## src/rtl/sram_pkg.sv

```systemverilog
// sram_pkg: shared state encoding, default parameters and address mapping for sram_controller.
package sram_pkg;
    typedef enum logic [1:0] {IDLE = 2'd0, LOW = 2'd1, HIGH = 2'd2, DONE = 2'd3} state_e;
    localparam int          WAIT_CYCLES_DEF = 5;
    localparam logic [31:0] BASE_ADDR_DEF   = 32'd1024;
    localparam int          SRAM_AW_DEF     = 18;

    // Word index shifted up one bit; hi selects the upper 16-bit half.
    function automatic logic [31:0] half_addr(input logic [31:0] a, input logic [31:0] base, input logic hi);
        return (((a - base) >> 2) << 1) | {31'd0, hi};
    endfunction
endpackage

```

## src/rtl/sram_controller_if.sv

```systemverilog
// sram_controller_if: MEM-stage request bus plus SRAM pin bundle.
interface sram_controller_if import sram_pkg::*; #(parameter int SRAM_AW = SRAM_AW_DEF);
    logic               rd_en;
    logic               wr_en;
    logic [31:0]        address;
    logic [31:0]        write_data;
    logic [31:0]        read_data;
    logic               ready;
    logic [SRAM_AW-1:0] sram_addr;
    logic [15:0]        sram_dq_out;
    logic [15:0]        sram_dq_in;
    logic               sram_dq_oe;
    logic               sram_we_n;

    modport slave (
        input  rd_en, wr_en, address, write_data, sram_dq_in,
        output read_data, ready, sram_addr, sram_dq_out, sram_dq_oe, sram_we_n
    );
    modport master (
        output rd_en, wr_en, address, write_data, sram_dq_in,
        input  read_data, ready, sram_addr, sram_dq_out, sram_dq_oe, sram_we_n
    );
endinterface

```

## src/rtl/sram_wait_counter.sv

```systemverilog
// sram_wait_counter: half-access wait counter; tc marks the last cycle and wraps the count to 0.
module sram_wait_counter import sram_pkg::*; #(
    parameter int WAIT_CYCLES = WAIT_CYCLES_DEF
) (
    input  logic clk,
    input  logic rst,
    input  logic clr,
    input  logic en,
    output logic tc
);
    logic [3:0] cnt_q, cnt_d;

    assign tc = en && (cnt_q == 4'(WAIT_CYCLES - 1));

    always_comb cnt_d = (clr || tc) ? 4'd0 : en ? cnt_q + 4'd1 : cnt_q;

    always_ff @(posedge clk)
        if (rst) cnt_q <= 4'd0;
        else     cnt_q <= cnt_d;
endmodule

```

## src/rtl/sram_controller.sv

```systemverilog
// sram_controller: splits 32-bit MEM-stage loads/stores into two timed 16-bit SRAM accesses, freezing the pipeline via ready.
// Define SRAM_WRITE_POST_EN to post stores (no stall, FSM skips DONE).
module sram_controller import sram_pkg::*; #(
    parameter int          WAIT_CYCLES = WAIT_CYCLES_DEF,
    parameter logic [31:0] BASE_ADDR   = BASE_ADDR_DEF,
    parameter int          SRAM_AW     = SRAM_AW_DEF
) (
    input logic               clk,
    input logic               rst,
    sram_controller_if.slave  bus
);
`ifdef SRAM_WRITE_POST_EN
    localparam bit POST = 1'b1;
`else
    localparam bit POST = 1'b0;
`endif

    state_e      state_q, state_d;
    logic        wr_q, wr_d;
    logic [31:0] addr_q, addr_d;
    logic [31:0] wdata_q, wdata_d;
    logic [31:0] rdata_q, rdata_d;
    logic        req, busy, tc, hi;

    assign req  = bus.rd_en | bus.wr_en;
    assign busy = (state_q == LOW) || (state_q == HIGH);
    assign hi   = state_q == HIGH;

    sram_wait_counter #(.WAIT_CYCLES(WAIT_CYCLES)) u_cnt (
        .clk (clk),
        .rst (rst),
        .clr (!busy),
        .en  (busy),
        .tc  (tc)
    );

    always_comb begin
        state_d = state_q;
        wr_d    = wr_q;
        addr_d  = addr_q;
        wdata_d = wdata_q;
        rdata_d = rdata_q;
        unique case (state_q)
            IDLE: if (req) begin
                state_d = LOW;
                wr_d    = bus.wr_en & ~bus.rd_en;
                addr_d  = bus.address;
                wdata_d = bus.write_data;
            end
            LOW:  if (tc) state_d = HIGH;
            HIGH: if (tc) state_d = (POST && wr_q) ? IDLE : DONE;
            DONE: state_d = IDLE;
        endcase
        if (tc && !wr_q)
            rdata_d = hi ? {bus.sram_dq_in, rdata_q[15:0]} : {rdata_q[31:16], bus.sram_dq_in};
    end

    // addr_q resets to BASE_ADDR so the idle SRAM address maps to half-word 0.
    always_ff @(posedge clk)
        if (rst) begin
            state_q <= IDLE;
            wr_q    <= 1'b0;
            addr_q  <= BASE_ADDR;
            wdata_q <= 32'd0;
            rdata_q <= 32'd0;
        end else begin
            state_q <= state_d;
            wr_q    <= wr_d;
            addr_q  <= addr_d;
            wdata_q <= wdata_d;
            rdata_q <= rdata_d;
        end

    assign bus.read_data   = rdata_q;
    assign bus.ready       = (state_q == IDLE) ? (!req || (POST && bus.wr_en && !bus.rd_en)) : (state_q == DONE);
    assign bus.sram_addr   = SRAM_AW'(half_addr(addr_q, BASE_ADDR, hi));
    assign bus.sram_dq_oe  = wr_q & busy;
    assign bus.sram_dq_out = bus.sram_dq_oe ? (hi ? wdata_q[31:16] : wdata_q[15:0]) : 16'd0;
    // Strobe released on the last cycle of each half for data hold.
    assign bus.sram_we_n   = !(bus.sram_dq_oe && !tc);
endmodule
```

## src/flat_wrapper.sv

```systemverilog
// flat-port wrapper written by rule: the top's interface ports become plain ports
module sram_controller_flat import sram_pkg::*;
#(
    parameter int          WAIT_CYCLES = WAIT_CYCLES_DEF,
    parameter logic [31:0] BASE_ADDR   = BASE_ADDR_DEF,
    parameter int          SRAM_AW     = SRAM_AW_DEF
)
  (clk, rst, bus_rd_en, bus_wr_en, bus_address, bus_write_data, bus_sram_dq_in, bus_read_data, bus_ready, bus_sram_addr, bus_sram_dq_out, bus_sram_dq_oe, bus_sram_we_n);
  sram_controller_if #(.SRAM_AW(SRAM_AW)) bus_i ();
  input logic clk;
  input logic rst;
  input wire logic [$bits(bus_i.rd_en)-1:0] bus_rd_en;
  input wire logic [$bits(bus_i.wr_en)-1:0] bus_wr_en;
  input wire logic [$bits(bus_i.address)-1:0] bus_address;
  input wire logic [$bits(bus_i.write_data)-1:0] bus_write_data;
  input wire logic [$bits(bus_i.sram_dq_in)-1:0] bus_sram_dq_in;
  output wire logic [$bits(bus_i.read_data)-1:0] bus_read_data;
  output wire logic [$bits(bus_i.ready)-1:0] bus_ready;
  output wire logic [$bits(bus_i.sram_addr)-1:0] bus_sram_addr;
  output wire logic [$bits(bus_i.sram_dq_out)-1:0] bus_sram_dq_out;
  output wire logic [$bits(bus_i.sram_dq_oe)-1:0] bus_sram_dq_oe;
  output wire logic [$bits(bus_i.sram_we_n)-1:0] bus_sram_we_n;
  assign bus_i.rd_en = bus_rd_en;
  assign bus_i.wr_en = bus_wr_en;
  assign bus_i.address = bus_address;
  assign bus_i.write_data = bus_write_data;
  assign bus_i.sram_dq_in = bus_sram_dq_in;
  assign bus_read_data = bus_i.read_data;
  assign bus_ready = bus_i.ready;
  assign bus_sram_addr = bus_i.sram_addr;
  assign bus_sram_dq_out = bus_i.sram_dq_out;
  assign bus_sram_dq_oe = bus_i.sram_dq_oe;
  assign bus_sram_we_n = bus_i.sram_we_n;
  sram_controller #(.WAIT_CYCLES(WAIT_CYCLES), .BASE_ADDR(BASE_ADDR), .SRAM_AW(SRAM_AW)) u_core (.clk(clk), .rst(rst), .bus(bus_i));
endmodule
```

## config.mk

```make
export PLATFORM = sky130hd
export DESIGN_NAME = sram_controller_flat
export DESIGN_NICKNAME = d
export VERILOG_FILES = /design/src/rtl/sram_pkg.sv /design/src/rtl/sram_controller_if.sv /design/src/rtl/sram_wait_counter.sv /design/src/rtl/sram_controller.sv /design/src/flat_wrapper.sv
export SDC_FILE = /design/constraint.sdc
export NUM_CORES = 1
export LEC_CHECK = 0
export CAP_MARGIN = 25
export CORE_MARGIN = 4
export CORE_UTILIZATION = 25
export DETAILED_ROUTE_END_ITERATION = 10
export PLACE_DENSITY = 0.58
export SLEW_MARGIN = 20
export SYNTH_ARGS = -nofsm -noshare
export SYNTH_HDL_FRONTEND = slang
export SYNTH_SLANG_ARGS = --single-unit
```

## constraint.sdc

```tcl
create_clock -name clk -period 5.4 [get_ports clk]
set_clock_uncertainty 0.2 [all_clocks]
set_input_delay 1.35 -clock clk [delete_from_list [all_inputs] [get_ports clk]]
set_output_delay 1.35 -clock clk [all_outputs]
set_load 0.03 [all_outputs]
```

==> flow_metrics.tcl, run 1 <==
set metrics [dict create \
    drc 0 \
    drt_iter0_drc 117 \
    tightest_slew_ns 0.966 \
    vias_per_cell 4.43 \
    grt_use_total_pct 12.1 \
    busiest_layer "met2" \
    synth_most_common_cell "nand2_1" \
    cts_root_buf "clkbuf_16" \
    cts_buffers 9 \
    crit_chain "clkdlybuf4s50_1 -> or3b_2 -> o21ai_0 -> clkdlybuf4s50_1" \
    period_needed_ns 4.71 \
    ys_seq_area_share_pct 45.9 \
    synth.avg_cell_area_um2 8.62 \
    start_util_pct 25.4 \
    setup_tns_ns 0 \
    start_kind "input port" \
    grt_pass1_wl_um 17100 \
    ys_seq_elements 88 \
    ir_drop_v 0.000237 \
    die_area_mm2 0.0174 \
    synth_common_cells "nand2_1 (101), dfxtp_1 (88), a21oi_1 (49)" \
    finalWeightedCongestion 0.777 \
    fin_util_pct 37.6 \
    port-buffer-count 137 \
    seq_area_mm2 0.00176 \
    slowest_stage "clkdlybuf4s50_1" \
    die_height_um 132 \
    die_width_um 132 \
    synth_top_area_cell "dfxtp_1" \
    cts_hold_buf 0 \
    synthMuxAreaShare_pct 12.8 \
    rows 45 \
    slew_headroom_pct 35.6 \
    ys.flop_type "dfxtp_1" \
    drive_above_1_share_pct 5.27 \
    critPathMostFrequentCell "clkdlybuf4s50_1" \
    fmax_mhz 212 \
    finalMaxSlewViolations 0 \
    grtUsageMet2_pct 20.2 \
    antenna_found_initial 0 \
    rsz0062_at_grt "false" \
    clock_path_buffers 2 \
    vias 3356 \
    syn-num-nets 536 \
    grtUsageMet1_pct 14.1 \
    grtUsageMet3_pct 5.00 \
    critical_path_required_ns 3.85 \
    layout_setup_ws_ns 0.694 \
    synth_edf_count 0 \
    finalCritPeriodShare_pct 87.2 \
    power_density_mw_per_mm2 392 \
    netlist_instances 445 \
    dp_hpwl_um 7370 \
    slowest_delay_ns 0.70 \
    fillers 1545 \
    critPathMaxFanout 4 \
    post_cts_buffers 0 \
    multiInputGateArea_mm2 0.00186 \
    post-place-ws_ns 0.706 \
    cp-end-kind "primary output" \
    core_area_mm2 0.0151 \
    insertion_delay_ns 0.34 \
    synthDistinctLibCells 32 \
    async_reset_ff_share_pct 0 \
    netlist_area_mm2 0.00384 \
    yosysTopAreaCellShare_pct 45.9 \
    cts.sinks 88 \
    final_nets 655 \
    p_leak_uw 0.00215 \
    drtPass1Iterations 4 \
    diodes 0 \
    yosys.area_share.simple_pct 22.9 \
    io-pin-count 153 \
    status "finished, final reports clean" \
    cap_violations 0 \
    cts_resized 0 \
    grt_pass1_vias 3456 \
    p_total_uw 2220 \
    ant_nets 0 \
    yosys.area_share.xor_xnor_pct 1.83 \
    cts_tree "yes" \
    grt_max_degree 74 \
    overflow 0 \
    synthTopCellsByArea "dfxtp_1 (46%), mux2i_1 (13%), nand2_1 (9.9%)" \
    wl_per_cell_um 13.7 \
    path_class "in2out" \
    htreeDepth 3 \
    area_growth_pct 47.8 \
    synth-compound-area-share_pct 8.25 \
    clk_pin_slew_ns 0.06 \
    setup-violations-final 0 \
    synth_top_family_by_area "simple AND/OR/NAND/NOR gates" \
    placed_area_mm2 0.00533 \
    synth_warnings 0 \
    synth_adder_area_share_pct 2.28 \
    drt-total-wl_um 10400 \
    critical_path_arrival_ns 3.16 \
    hold_viol 0 \
    fin_area_mm2 0.00567 \
    holdCritPathClass "reg2reg" \
]
report_power, final:
| group | switching (uW) | internal [uW] | total, uW |
|---|---|---|---|
| clock | 256 | 404 | 660 |
| sequential | 67.1 | 752 | 819 |
| combinational | 429 | 313 | 742 |
| total | 753 | 1470 | 2220 |
worst paths after layout:
path                                                      from                               endpoint  slack, ns  depth (start not counted)
worst min-delay path             u_core.addr_q[5]$_SDFFE_PP0P_          u_core.addr_q[5]$_SDFFE_PP0P_       0.25                          2
worst max-delay path                                 bus_wr_en                              bus_ready       0.69                          4
worst min register to register   u_core.addr_q[5]$_SDFFE_PP0P_          u_core.addr_q[5]$_SDFFE_PP0P_       0.25                          2
worst max register to register  u_core.state_q[0]$_SDFFE_PP0P_  u_core.bus.read_data[17]$_SDFFE_PP0P_       3.04                          6
per-stage QoR:
stage          hold WS [ns]  std cells
5_1_grt               0.275        757
3_5_place_dp          0.247        740
4_1_cts               0.254        756
3_3_place_gp          0.243        737
6_report              0.253        757
2_1_floorplan         0.230        445
state kept, by name, summed over array words and instances (netlist names):
register / count
u_core.bus.read_data: 32
u_core.wdata_q: 32
u_core.addr_q: 17
u_core.u_cnt.cnt_q: 4
u_core.state_q: 2
u_core.wr_q: 1
cell usage in the layout, fill, tap and decap left out, types with 3 or more instances in the layout:
master / instances
o21ai_0: 3
buf_8: 3
inv_1: 10
dfxtp_1: 88
nand2b_1: 48
buf_4: 4
clkinv_2: 3
xor2_1: 5
clkdlybuf4s50_1: 136
a211oi_1: 3
clkbuf_16: 9
nor2_1: 27
a21oi_1: 49
mux2i_1: 48
xnor2_1: 3
ha_1: 7
nand2_1: 101
cell type report:
cell class	instances	share of cell area, %
Multi-Input combinational cell	311	32.8
Sequential cell	88	31.1
Timing Repair Buffer	144	25.8
Tap cell	188	4.15
Clock buffer	10	4.04
Clock inverter	6	1.48
Inverter	10	0.662
cell families (layout without fill, tap and decap cells):
| group | after synthesis | after routing |
|---|---|---|
| AND/OR/NAND/NOR | 187 | 187 |
| multiplexers | 49 | 49 |
| flip-flops | 88 | 88 |
| XOR/XNOR | 8 | 8 |
| adder cells (fa/ha/maj) | 7 | 7 |
| AO/OA/AOI/OAI | 60 | 60 |
| buffers and inverters | 46 | 170 |
metal layers:
metal  wire [um]  up-vias  part of all wire [%]
met2        4830       97                    46
li1            -     1671                     -
met4         154        0                   1.5
met3         670       12                   6.4
met1        4750     1576                    46
met5           0        -                     0
worst max-delay path: cells and delay by family:
family	cells	cell delay, ns
AO/OA/AOI/OAI	1	0.10
buffers and inverters	2	1.19
AND/OR/NAND/NOR	1	0.51
Power figures use the tool's default switching activity.
==> inputs of run 2 (changes only) <==
--- a/config.mk
+++ b/config.mk
@@ -6,10 +6,12 @@
 export NUM_CORES = 1
 export LEC_CHECK = 0
 export CAP_MARGIN = 25
+export CORE_ASPECT_RATIO = 1.5
 export CORE_MARGIN = 4
 export CORE_UTILIZATION = 25
 export DETAILED_ROUTE_END_ITERATION = 10
 export PLACE_DENSITY = 0.58
+export SKIP_LAST_GASP = 1
 export SLEW_MARGIN = 20
 export SYNTH_ARGS = -nofsm -noshare
 export SYNTH_HDL_FRONTEND = slang
==> flow_metrics.tcl, run 2 (synthesis gave the netlist of run 1 again) <==
set metrics [dict create \
    critPathMaxFanout 4 \
    p_leak_uw 0.00213 \
    port-buffer-count 137 \
    finalWeightedCongestion 0.771 \
    power_density_mw_per_mm2 386 \
    cts_buffers 9 \
    diodes 0 \
    grt_max_degree 63 \
    holdCritPathClass "reg2reg" \
    core_area_mm2 0.0151 \
    whs_ns 0.254 \
    post_cts_buffers 0 \
    r2r-end "u_core.addr_q[10]$_SDFFE_PP1P_" \
    area_growth_pct 47.7 \
    die_height_um 160 \
    cts_tree "yes" \
    clk_pin_slew_ns 0.06 \
    hold_viol 0 \
    r2r_cells 5 \
    grt_use_total_pct 12.0 \
    drt_iter0_drc 138 \
    start_util_pct 25.5 \
    overflow 0 \
    hold_start "u_core.wdata_q[21]$_SDFFE_PP0P_" \
    htreeDepth 3 \
    drive_above_1_share_pct 4.94 \
    wl_per_cell_um 13.3 \
    rsz0062_at_grt "false" \
    holdPathStages 2 \
    seq_area_mm2 0.00176 \
    cts_root_buf "clkbuf_16" \
    finalCritPeriodShare_pct 86.8 \
    vias 3302 \
    fin_util_pct 37.6 \
    drt-total-wl_um 10200 \
    fillers 1505 \
    most-common-layout-cells "clkdlybuf4s50_1 (136), nand2_1 (101), dfxtp_1 (88), a21oi_1 (49)" \
    ant_nets 0 \
    grt_pass1_vias 3457 \
    setup-violations-final 0 \
    rows 55 \
    antenna_found_initial 0 \
    critical_path_required_ns 3.85 \
    period_needed_ns 4.69 \
    io-pin-count 153 \
    final_nets 654 \
    drtPass1Iterations 4 \
    final_common_cell "clkdlybuf4s50_1" \
    multiInputGateArea_mm2 0.00186 \
    vias_per_cell 4.31 \
    drc 0 \
    reg2reg_slack_ns 3.12 \
    path_class "in2out" \
    dp_hpwl_um 7500 \
    slew_headroom_pct 36.3 \
    clock_path_buffers 2 \
    cts_resized 0 \
    fmax_mhz 213 \
    die_area_mm2 0.0174 \
    die_width_um 109 \
    tightest_slew_ns 0.955 \
    cts.sinks 88 \
    start_kind "input port" \
    insertion_delay_ns 0.33 \
    hold-path-endpoint "u_core.wdata_q[21]$_SDFFE_PP0P_" \
    grt_pass1_wl_um 16800 \
    finalMaxSlewViolations 0 \
    cp-end-kind "primary output" \
    critical_path_arrival_ns 3.14 \
    r2r-start "u_core.state_q[0]$_SDFFE_PP0P_" \
    cts_hold_buf 0 \
    status "finished, final reports clean" \
    cap_violations 0 \
    ir_drop_v 0.000232 \
    setup_tns_ns 0 \
]
-- run 2: area by class of cell --
cell class                      instances  area share, %
Clock buffer                           11           4.29
Sequential cell                        88           31.1
Clock inverter                          4          0.950
Inverter                               10          0.663
Multi-Input combinational cell        311           32.8
Timing Repair Buffer                  143           25.8
Tap cell                              199           4.40
-- run 2: critical path, cell delays in order --
cell and delay [ns]:
clkdlybuf4s50_1 0.49, or3b_2 0.51, o21ai_0 0.09, clkdlybuf4s50_1 0.69
-- run 2: how the worst max path moves through the flow --
| stage | cells past startpoint | startpoint | slack, ns | to |
|---|---|---|---|---|
| 6_report | 4 | bus_wr_en | 0.71 | bus_ready |
| 5_1_grt | 4 | bus_wr_en | 0.65 | bus_ready |
| 3_5_place_dp | 4 | bus_wr_en | 0.72 | bus_ready |
| 2_1_floorplan | 2 | bus_wr_en | 1.70 | bus_ready |
| 4_1_cts | 4 | bus_wr_en | 0.70 | bus_ready |
| 3_3_place_gp | 4 | bus_wr_en | 0.73 | bus_ready |
-- run 2: power by group --
part           total [uW]  switching (uW)  internal, uW
registers             819            67.2           752
logic                 749             427           322
clock network         621             251           370
total                2190             745          1440
-- run 2: layer usage --
metal / wire length [um] / share of wire [%] / vias to the layer above / track usage, %
li1: - / - / 1674 / -
met1: 4110 / 40 / 1504 / 13.1
met2: 5150 / 50 / 106 / 21.2
met3: 756 / 7.4 / 18 / 4.16
met4: 185 / 1.8 / 0 / 4.31
met5: 0 / 0 / - / 0
-- run 2: stage by stage --
step | cells | power [uW] | cell area, um2 | worst slack [ns]
global placement | 747 | 1540 | 5290 | 0.726
finish | 766 | 2190 | 5660 | 0.713
global route | 766 | 2330 | 5660 | 0.652
detailed placement | 750 | 1590 | 5350 | 0.718
CTS | 765 | 2230 | 5650 | 0.704
floorplan | 445 | 1310 | 3840 | 1.70
==> inputs of run 3 (changes only) <==
--- a/config.mk
+++ b/config.mk
@@ -10,6 +10,8 @@
 export CORE_MARGIN = 4
 export CORE_UTILIZATION = 25
 export DETAILED_ROUTE_END_ITERATION = 10
+export HOLD_SLACK_MARGIN = 0.15
+export MAX_ROUTING_LAYER = met4
 export PLACE_DENSITY = 0.58
 export SKIP_LAST_GASP = 1
 export SLEW_MARGIN = 20
==> flow_metrics.tcl, run 3 (synthesis gave the netlist of run 1 again) <==
set metrics [dict create \
    cts.sinks 88 \
    vias_per_cell 4.30 \
    grt_pass1_wl_um 16700 \
    dp_cells 750 \
    cap_violations 0 \
    p_leak_uw 0.00213 \
    path_class "in2out" \
    critical_path_arrival_ns 3.14 \
    holdPathStages 2 \
    port-buffer-count 137 \
    clk_pin_slew_ns 0.06 \
    period_needed_ns 4.69 \
    hold_viol 0 \
    most-common-layout-cells "clkdlybuf4s50_1 (136), nand2_1 (101), dfxtp_1 (88), a21oi_1 (49)" \
    io-pin-count 153 \
    ir_drop_v 0.000232 \
    grt_use_total_pct 12.4 \
    critPathMaxFanout 4 \
    rows 55 \
    core_area_mm2 0.0151 \
    layout_setup_ws_ns 0.712 \
    finalCritPeriodShare_pct 86.8 \
    grt_max_degree 63 \
    start_kind "input port" \
    wl_per_cell_um 13.3 \
    cts_root_buf "clkbuf_16" \
    vias 3295 \
    post_cts_buffers 0 \
    ant_nets 0 \
    status "finished, final reports clean" \
    finalMaxSlewViolations 0 \
    post-place-ws_ns 0.718 \
    drtPass1Iterations 4 \
    fillers 1505 \
    final_nets 654 \
    r2r_cells 5 \
    htreeDepth 3 \
    die_height_um 160 \
    die_width_um 109 \
    critical_path_required_ns 3.85 \
    finalWeightedCongestion 0.782 \
    cts_buffers 9 \
    drt_iter0_drc 125 \
    cts_tree "yes" \
    die_area_mm2 0.0174 \
    overflow 0 \
    antenna_found_initial 0 \
    diodes 0 \
    instances_no_fill 766 \
    drc 0 \
    setup_tns_ns 0 \
    setup-violations-final 0 \
    rsz0062_at_grt "false" \
    cts_hold_buf 0 \
    holdCritPathClass "reg2reg" \
    area_growth_pct 47.7 \
    drt-total-wl_um 10200 \
    start_util_pct 25.5 \
    cp-end-kind "primary output" \
    tightest_slew_ns 0.962 \
    final_common_cell "clkdlybuf4s50_1" \
    clock_path_buffers 2 \
    dp_hpwl_um 7500 \
    insertion_delay_ns 0.33 \
    fmax_mhz 213 \
    slew_headroom_pct 35.8 \
    cts_resized 0 \
    grt_pass1_vias 3454 \
    power_density_mw_per_mm2 387 \
    drive_above_1_share_pct 4.94 \
]
-- run 3: cell counts in the layout (fill, tap and decap cells not counted) --
No cell type changed its count.
-- run 3: cell type report --
class / instances / area (um2) / share of cell area, %
Multi-Input combinational cell: 311 / 1860 / 32.8
Sequential cell: 88 / 1760 / 31.1
Timing Repair Buffer: 143 / 1460 / 25.8
Tap cell: 199 / 249 / 4.40
Clock buffer: 11 / 243 / 4.29
Clock inverter: 4 / 53.8 / 0.950
Inverter: 10 / 37.5 / 0.663
-- run 3: worst paths after layout --
| path | endpoint | from | slack, ns |
|---|---|---|---|
| setup / recovery | bus_ready | bus_wr_en | 0.71 |
| hold / removal | u_core.wdata_q[21]$_SDFFE_PP0P_ | u_core.wdata_q[21]$_SDFFE_PP0P_ | 0.25 |
| setup reg to reg | u_core.addr_q[10]$_SDFFE_PP1P_ | u_core.state_q[0]$_SDFFE_PP0P_ | 3.11 |
| hold reg to reg | u_core.wdata_q[21]$_SDFFE_PP0P_ | u_core.wdata_q[21]$_SDFFE_PP0P_ | 0.25 |
-- run 3: per-layer routing --
metal	part of all wire (%)	track usage, %
met4	1.6	4.31
met2	51	21.1
met5	0	-
met1	41	13.4
met3	6.6	3.88
-- run 3: power breakdown --
group          switching (uW)  total (uW)  internal, uW
Combinational             428         749           321
Sequential               67.3         819           752
Clock                     253         623           371
-- run 3: stage by stage --
step | power [uW] | hold slack [ns] | area [um2] | utilization [%]
6_report | 2190 | 0.252 | 5660 | 37.6
5_1_grt | 2340 | 0.275 | 5660 | 37.6
4_1_cts | 2230 | 0.256 | 5650 | 37.5
3_5_place_dp | 1590 | 0.247 | 5350 | 35.5
3_3_place_gp | 1540 | 0.241 | 5290 | 35.1
2_1_floorplan | 1310 | 0.230 | 3840 | -
-- run 3: worst max-delay path: stages --
cell,delay (ns)
clkdlybuf4s50_1,0.49
or3b_2,0.51
o21ai_0,0.09
clkdlybuf4s50_1,0.69
